### src/rtl/reaction_timer_ctrl.sv
// Reaction-time game controller: arms on start, waits a pseudo-random delay, lights
// the stimulus LED, then captures the external ms counter on stop (or flags foul/timeout).
module reaction_timer_ctrl #(
  parameter int CLKS_PER_MS  = 100000,
  parameter int MIN_DELAY_MS = 1000,
  parameter int MAX_MS       = 1999
) (
  input  logic        clk,
  input  logic        rst_n,
  input  logic        start,
  input  logic        stop,
  input  logic [10:0] ms_count,
  output logic        cnt_clr,
  output logic        cnt_en,
  output logic        stim_led,
  output logic [10:0] result_ms,
  output logic        result_valid,
  output logic        foul,
  output logic        timeout
);

  localparam int TICK_W  = (CLKS_PER_MS > 1) ? $clog2(CLKS_PER_MS) : 1;
  // Wide enough for MIN_DELAY_MS + 1020 with headroom, so the target never wraps.
  localparam int DELAY_W = $clog2(MIN_DELAY_MS + 1021) + 1;

  localparam logic [TICK_W-1:0]  TICK_LAST  = TICK_W'(CLKS_PER_MS - 1);
  localparam logic [TICK_W-1:0]  TICK_ONE   = TICK_W'(1);
  localparam logic [DELAY_W-1:0] DELAY_ONE  = DELAY_W'(1);
  localparam logic [DELAY_W-1:0] DELAY_BASE = DELAY_W'(MIN_DELAY_MS);
  localparam logic [10:0]        MAX_MS_V   = 11'(MAX_MS);

  typedef enum logic [2:0] {
    S_IDLE,
    S_WAIT,
    S_TIMING,
    S_DONE,
    S_FOUL
  } state_t;

  state_t             state;
  state_t             state_next;

  logic               start_q;
  logic               stop_q;
  logic               start_rise;
  logic               stop_rise;

  logic [7:0]         lfsr;
  logic               lfsr_fb;

  logic [TICK_W-1:0]  tick;
  logic [DELAY_W-1:0] delay_ms;
  logic [DELAY_W-1:0] delay_target;
  logic               tick_wrap;
  logic               delay_done;

  logic               arm;
  logic               take_stop;
  logic               take_timeout;
  logic               take_foul;

  assign start_rise = start & ~start_q;
  assign stop_rise  = stop & ~stop_q;

  // Fibonacci LFSR for x^8+x^6+x^5+x^4+1; the all-zero state is unreachable from 8'h01.
  assign lfsr_fb    = lfsr[7] ^ lfsr[5] ^ lfsr[4] ^ lfsr[3];

  assign tick_wrap  = (tick == TICK_LAST);
  assign delay_done = (delay_ms == delay_target);

  always_ff @(posedge clk or negedge rst_n) begin
    if (!rst_n) begin
      state <= S_IDLE;
    end else begin
      state <= state_next;
    end
  end

  always_comb begin
    state_next   = state;
    arm          = 1'b0;
    take_stop    = 1'b0;
    take_timeout = 1'b0;
    take_foul    = 1'b0;
    case (state)
      S_IDLE, S_DONE, S_FOUL: begin
        if (start_rise) begin
          arm        = 1'b1;
          state_next = S_WAIT;
        end
      end
      S_WAIT: begin
        // An early press outranks the delay expiring on the same edge.
        if (stop_rise) begin
          take_foul  = 1'b1;
          state_next = S_FOUL;
        end else if (delay_done) begin
          state_next = S_TIMING;
        end
      end
      S_TIMING: begin
        if (stop_rise) begin
          take_stop  = 1'b1;
          state_next = S_DONE;
        end else if (ms_count >= MAX_MS_V) begin
          take_timeout = 1'b1;
          state_next   = S_DONE;
        end
      end
      default: begin
        state_next = S_IDLE;
      end
    endcase
  end

  // Moore decode: the counter is held cleared everywhere except TIMING and DONE.
  always_comb begin
    cnt_clr  = 1'b1;
    cnt_en   = 1'b0;
    stim_led = 1'b0;
    case (state)
      S_TIMING: begin
        cnt_clr  = 1'b0;
        cnt_en   = 1'b1;
        stim_led = 1'b1;
      end
      S_DONE: begin
        cnt_clr  = 1'b0;
      end
      default: begin
        cnt_clr  = 1'b1;
      end
    endcase
  end

  always_ff @(posedge clk or negedge rst_n) begin
    if (!rst_n) begin
      start_q      <= 1'b0;
      stop_q       <= 1'b0;
      lfsr         <= 8'h01;
      tick         <= '0;
      delay_ms     <= '0;
      delay_target <= '0;
      result_ms    <= '0;
      result_valid <= 1'b0;
      foul         <= 1'b0;
      timeout      <= 1'b0;
    end else begin
      start_q <= start;
      stop_q  <= stop;
      lfsr    <= {lfsr[6:0], lfsr_fb};

      if (arm) begin
        delay_target <= DELAY_BASE + DELAY_W'({lfsr, 2'b00});
        tick         <= '0;
        delay_ms     <= '0;
        result_valid <= 1'b0;
        foul         <= 1'b0;
        timeout      <= 1'b0;
      end else if (state == S_WAIT) begin
        if (tick_wrap) begin
          tick     <= '0;
          delay_ms <= delay_ms + DELAY_ONE;
        end else begin
          tick <= tick + TICK_ONE;
        end
      end

      if (take_foul) begin
        foul <= 1'b1;
      end
      if (take_stop) begin
        result_ms    <= ms_count;
        result_valid <= 1'b1;
      end
      if (take_timeout) begin
        result_ms <= MAX_MS_V;
        timeout   <= 1'b1;
      end
    end
  end

endmodule
### config.mk
export PLATFORM = sky130hd
export DESIGN_NAME = reaction_timer_ctrl
export DESIGN_NICKNAME = d
export VERILOG_FILES = /design/src/rtl/reaction_timer_ctrl.sv
export SDC_FILE = /design/constraint.sdc
export NUM_CORES = 1
export LEC_CHECK = 0
export CORE_ASPECT_RATIO = 0.9
export CORE_MARGIN = 2
export CORE_UTILIZATION = 50
export CTS_CLUSTER_DIAMETER = 30
export DETAILED_ROUTE_END_ITERATION = 16
export GPL_ROUTABILITY_DRIVEN = 0
export PLACE_DENSITY_LB_ADDON = 0.12
export SETUP_SLACK_MARGIN = 0.3
export SLEW_MARGIN = 5
export SYNTH_ARGS = -nofsm -noshare
export SYNTH_HDL_FRONTEND = slang
export SYNTH_SLANG_ARGS = --single-unit
export TNS_END_PERCENT = 50
### constraint.sdc
create_clock -name clk -period 3.3 [get_ports clk]
set_input_delay 0.495 -clock clk [delete_from_list [all_inputs] [get_ports clk]]
set_output_delay 0.495 -clock clk [all_outputs]
set_load 0.02 [all_outputs]
==> results by group, run 1 <==
Power and ir drop
  • Leakage: 1.74 nW
  • Logic pwr share: 20.6%
  • Power Internal: 1.54 mW
  • Flop pwr share: 45.5%
  • Worst VDD drop: 0.000367 V
  • Net Sw Power: 0.681 mW
  • Clock network fraction of total power: 33.9%
  • Power consumption: 2.22 mW
  • Net Sw Frac: 30.6%
  • PD cells: 580 nW/µm²

Synth
  • Mapped Cells: 332
  • Yosys reg bits: 65
  • Sequential area share after synthesis: 50.6%
  • Distinct cells, synth: 53
  • Async set-reset flop share out of synthesis: 100%
  • Post-synth EDFFs: 0
  • Cell area after synthesis: 3220 µm²
  • Synth area leader: dfrtp_1
  • Synth top area cells: dfrtp_1 (50%), nand2_1 (6.8%), xnor2_1 (4.6%)
  • Synth Area per Inst: 9.69 µm²
  • Count leader, synth: dfrtp_1
  • Synth Net Count: 351
  • Ys flop type: dfrtp_1
  • Synth top cells by count: dfrtp_1 (64), nand2_1 (58), nor2_1 (27)
  • Synth top area share: 49.8%
  • Synth Warn #: 0

Floorplan
  • Starting Density: 52.0%
  • Core ar.: 6180 µm²
  • Die W: 88.6 µm
  • Row count: 27
  • I/O pin cnt: 32
  • Die Ht: 80.1 µm
  • Die footprint: 7090 µm²

Clock network
  • Post-CTS setup repair buffer count: 0
  • Worst-path clk slew: 80 ps
  • CTS Root Buffer Type: clkbuf_8
  • # resized after CTS: 0
  • Clock sink count: 65
  • H-tree depth: 3
  • Later-pin clock latency in the skew report: 340 ps
  • CTS Hold Bufs: 0
  • Max clock buf depth: 2
  • CTS tree: yes
  • Cts bufs inserted: 9

Timing
  • Max Transition Viols Final: 0
  • Fin. Hold Viols: 0
  • Setup TNS: 0 ps
  • Final worst slack: 759 ps
  • Period utilization: 77.0%
  • Fin crit period: 2540 ps
  • Clk_skew: 9.30 ps
  • Setup violators final: 0
  • Worst slew margin: 47.0%
  • Unrepaired setup endpoints after global routing: no
  • FMAX: 394 MHz
  • Worst-margin pin slew: 789 ps

Finish
  • Layout cell share with drive strength beyond 1: 9.38%
  • Nets: 387
  • Ant diodes: 0
  • Fillers: 519
  • Layout area overhead: 19.1%
  • Fin area: 3830 µm²
  • FF+latch area: 1630 µm²
  • Multi-input gate area: 1500 µm²

Setup path
  • Type of the worst setup path: flop to primary output
  • Critical Path Sink Type: primary output
  • CP Data Arrival Time: 2050 ps
  • Max Fanout on Critical Path: 7
  • Worst r2r src: tick[0]
  • CP required: 2800 ps
  • Worst setup startpoint: state[1]
  • Startpoint types: flop

Run status
  • Status: finished clean

Detailed routing
  • Antenna-violating nets left: 0
  • Total routed wirelength: 6530 µm
  • Via density: 5.36
  • Via count: 2,464
  • DR WL/cell: 14.2 µm
  • Drt pass-1 iters: 4
  • First DRT Iteration DRCs: 110
  • Remaining DRCs: 0

Global route
  • Vias in the first global route: 2,411
  • Grt total ovfl: 0
  • Initial antenna violation count: 0
  • Global-route wire length before repair: 11,100 µm
  • Pin count of the biggest net entering global routing: 32
  • Total GRT Usage: 20.4%

Run
  • Maxcap violations: 0

Placed design
  • Pre-CTS WS: 640 ps
  • I/O Buffers: 31
  • Dpl cell area: 3600 µm²
  • DP HPWL: 4700 µm

Hold path
  • Worst min path class: primary input to async pin
## area by class of cell
| type | instances | share of cell area (%) |
|---|---|---|
| flip-flops and latches | 65 | 42.5 |
| multi-input cells | 250 | 39.2 |
| repair buffers | 36 | 8.95 |
| clock buffers | 9 | 3.23 |
| well taps | 87 | 2.84 |
| clock inverters | 7 | 2.68 |
| inverters | 6 | 0.588 |
## power groups by stage
stage               sequential [mW]  clock [mW]  combinational (mW)
CTS                            1.01       0.778               0.461
floorplan                      1.01           0               0.350
global placement               1.03           0               0.442
global route                   1.03       0.816               0.511
finish                         1.01       0.753               0.457
detailed placement             1.03           0               0.457
## worst max-delay path, stage by stage (launching register included)
cell,delay [ps]
dfrtp_1,480
or2b_1,300
nor2_1,250
clkdlybuf4s50_1,680
## layer usage
layer  wire (µm)  part of all wire [%]  up-vias  GRT usage (%)
met1        3040                    47     1182           27.4
met2        3110                    48       44           32.3
met5           0                     0        -              0
li1            -                     -     1233              -
met3         311                   4.8        5           5.76
met4          69                   1.1        0           5.91
## kinds of logic (layout without fill, tap and decap cells)
| kind of cell | Yosys count | after routing | synth area share (%) |
|---|---|---|---|
| flip-flops | 65 | 65 | 50.6 |
| multiplexers | 1 | 1 | 0.350 |
| AO/OA/AOI/OAI | 47 | 47 | 9.30 |
| AND/OR/NAND/NOR | 166 | 166 | 26.8 |
| adder cells (fa/ha/maj) | 4 | 4 | 1.56 |
| buffers and inverters | 17 | 58 | 2.68 |
| XOR/XNOR | 32 | 32 | 8.71 |
## path summary, 6_finish.rpt
check                              endpoint  slack [ps]  depth (start not counted)
worst max-delay path                 cnt_en         760                          3
worst min-delay path                start_q          40                          1
worst max register to register  delay_ms[5]         970                          6
worst min register to register      lfsr[1]         410                          0
max in group asynchronous           lfsr[0]        2540                          2
min in group clk                    lfsr[1]         410                          0
## metrics by stage
stage / util (%) / hold WS [ps] / instances
after floorplan: - / 199 / 332
after global routing: 62.0 / 41.0 / 460
after CTS: 62.0 / 36.5 / 460
final: 62.0 / 37.1 / 460
after detailed placement: 58.3 / 397 / 444
after global placement: 58.3 / 395 / 444
## flip-flops by register name (all words and copies together), names as in the netlist
name          count
delay_target      9
start_q           1
lfsr              8
result_valid      1
foul              1
stop_q            1
tick             17
delay_ms         12
state             3
timeout           1
result_ms        11
## cell usage in the layout (no fill, tap or decap), types with 6 or more instances in the layout
master	synthesis	routed
dfrtp_1	64	64
nand2_1	58	58
clkdlybuf4s50_1	0	30
nor2_1	27	27
nand3_1	21	21
xnor2_1	17	17
o21ai_0	17	16
xor2_1	15	15
a21oi_1	12	12
clkbuf_8	0	9
nand4_1	8	8
nor3_1	7	7
nor4_1	7	7
inv_1	6	6
or3_1	6	6
No activity file was read; power rests on OpenSTA's default activity.
==> inputs of run 2 (changes only) <==
==> constraint.sdc (replaced) <==
create_clock -name clk -period 2.5 [get_ports clk]
set_input_delay 0.375 -clock clk [delete_from_list [all_inputs] [get_ports clk]]
set_output_delay 0.375 -clock clk [all_outputs]
set_load 0.02 [all_outputs]
==> results by group, run 2 (synthesis gave the netlist of run 1 again) <==
Clock network
  • Post-CTS setup repair buffer count: 0
  • CTS tree: yes
  • Cts bufs inserted: 9
  • Max clock buf depth: 2
  • Worst-path clk slew: 80 ps
  • H-tree depth: 3
  • CTS Root Buffer Type: clkbuf_8
  • Later-pin clock latency in the skew report: 350 ps
  • Clock sink count: 65

Detailed routing
  • Drt pass-1 iters: 4
  • Total routed wirelength: 6590 µm
  • Via count: 2,505
  • First DRT Iteration DRCs: 185
  • Remaining DRCs: 0
  • DR WL/cell: 14.3 µm
  • Via density: 5.42
  • Antenna-violating nets left: 0

Setup path
  • Critical Path Sink Type: primary output
  • Max Fanout on Critical Path: 7
  • CP required: 2120 ps
  • Type of the worst setup path: flop to primary output
  • Startpoint types: flop
  • CP Data Arrival Time: 1710 ps

Timing
  • Worst-margin pin slew: 855 ps
  • Setup violators final: 0
  • Worst slew margin: 42.5%
  • Period utilization: 83.4%
  • Clk_skew: 9.54 ps
  • Final worst slack: 415 ps
  • Fin crit period: 2080 ps
  • Setup TNS: 0 ps
  • Unrepaired setup endpoints after global routing: yes
  • FMAX: 480 MHz
  • Max Transition Viols Final: 0
  • Fin. Hold Viols: 0

Finish
  • Non-Filler Instances: 462
  • Most common cell after layout, fill and taps aside: dfrtp_1
  • Layout cell share with drive strength beyond 1: 10.1%
  • Most frequent cells in the layout: dfrtp_1 (64), nand2_1 (58), clkdlybuf4s50_1 (28), nor2_1 (26), nand3_1 (21)
  • Max reg flops: 17
  • Fillers: 523
  • Layout area overhead: 19.5%
  • Ant diodes: 0
  • Biggest regs: tick (17), delay_ms (12), result_ms (11)
  • Util after Layout: 62.2%
  • Largest Register: tick
  • Nets: 389

Power and ir drop
  • Leakage: 1.76 nW
  • Worst VDD drop: 0.000446 V
  • PD cells: 745 nW/µm²

Placed design
  • DP HPWL: 4660 µm
  • Pre-CTS WS: 158 ps
  • Cell Count Post-Placement: 445
  • I/O Buffers: 31

Global route
  • Global-route wire length before repair: 11,300 µm
  • Initial antenna violation count: 0
  • Total GRT Usage: 21.2%
  • Grt total ovfl: 0
  • Pin count of the biggest net entering global routing: 47
  • Vias in the first global route: 2,448

Floorplan
  • Die Ht: 80.1 µm
  • Starting Density: 52.0%
  • Die footprint: 7090 µm²
  • I/O pin cnt: 32
  • Die W: 88.6 µm
  • Core ar.: 6180 µm²
  • Row count: 27

Hold path
  • Worst min path class: flop to flop

Run
  • Maxcap violations: 0

Run status
  • Status: finished clean
-- run 2: per-layer routing --
metal / wire length [µm] / share of wire, % / vias up / track usage [%]
met5: 0 / 0 / - / 0
met4: 71 / 1.1 / 0 / 6.36
met3: 356 / 5.4 / 9 / 6.58
met2: 3080 / 47 / 59 / 33.2
met1: 3080 / 47 / 1203 / 28.4
li1: - / - / 1234 / -
-- run 2: worst paths after layout --
kind	slack, ps	startpoint	depth (start not counted)	endpoint
setup / recovery	420	state[1]	2	cnt_clr
hold / removal	410	lfsr[0]	0	lfsr[1]
setup reg to reg	460	tick[1]	6	tick[0]
hold reg to reg	410	lfsr[0]	0	lfsr[1]
max in group asynchronous	1300	rst_n	3	lfsr[0]
min in group asynchronous	540	rst_n	2	tick[16]
-- run 2: metrics by stage --
| stage | hold slack [ps] | total power [mW] | instance area [µm²] |
|---|---|---|---|
| finish | 412 | 2.86 | 3840 |
| global route | 420 | 3.05 | 3840 |
| CTS | 418 | 2.89 | 3830 |
| detailed placement | 362 | 1.98 | 3620 |
| global placement | 355 | 1.96 | 3620 |
| floorplan | 79.4 | 1.80 | 3220 |
-- run 2: critical path: stages, from the launching register on --
cell and delay (ps):
dfrtp_1 470, or2b_1 260, clkdlybuf4s50_1 630
-- run 2: where the power goes --
| group | leakage, nW | internal, mW | switching (mW) | total, mW |
|---|---|---|---|---|
| Combinational | 0.811 | 0.284 | 0.337 | 0.621 |
| Clock | 0.100 | 0.468 | 0.429 | 0.897 |
| Sequential | 0.853 | 1.20 | 0.146 | 1.34 |
| Total | 1.76 | 1.95 | 0.912 | 2.86 |
-- run 2: timing repair --
| item | in CTS | in global routing |
|---|---|---|
| gates resized for setup | 1 | 3 |
| hold endpoints to repair | 19 | 0 |
| hold buffers | 1 | 0 |
| endpoints found under the setup margin | 2 | 7 |
-- run 2: cell type report --
type | count | area (µm²) | share of cell area (%)
clock inverters | 7 | 77.6 | 2.02
multi-input cells | 250 | 1510 | 39.3
flip-flops and latches | 65 | 1630 | 42.3
inverters | 6 | 22.5 | 0.586
repair buffers | 38 | 374 | 9.73
well taps | 87 | 109 | 2.83
clock buffers | 9 | 124 | 3.22
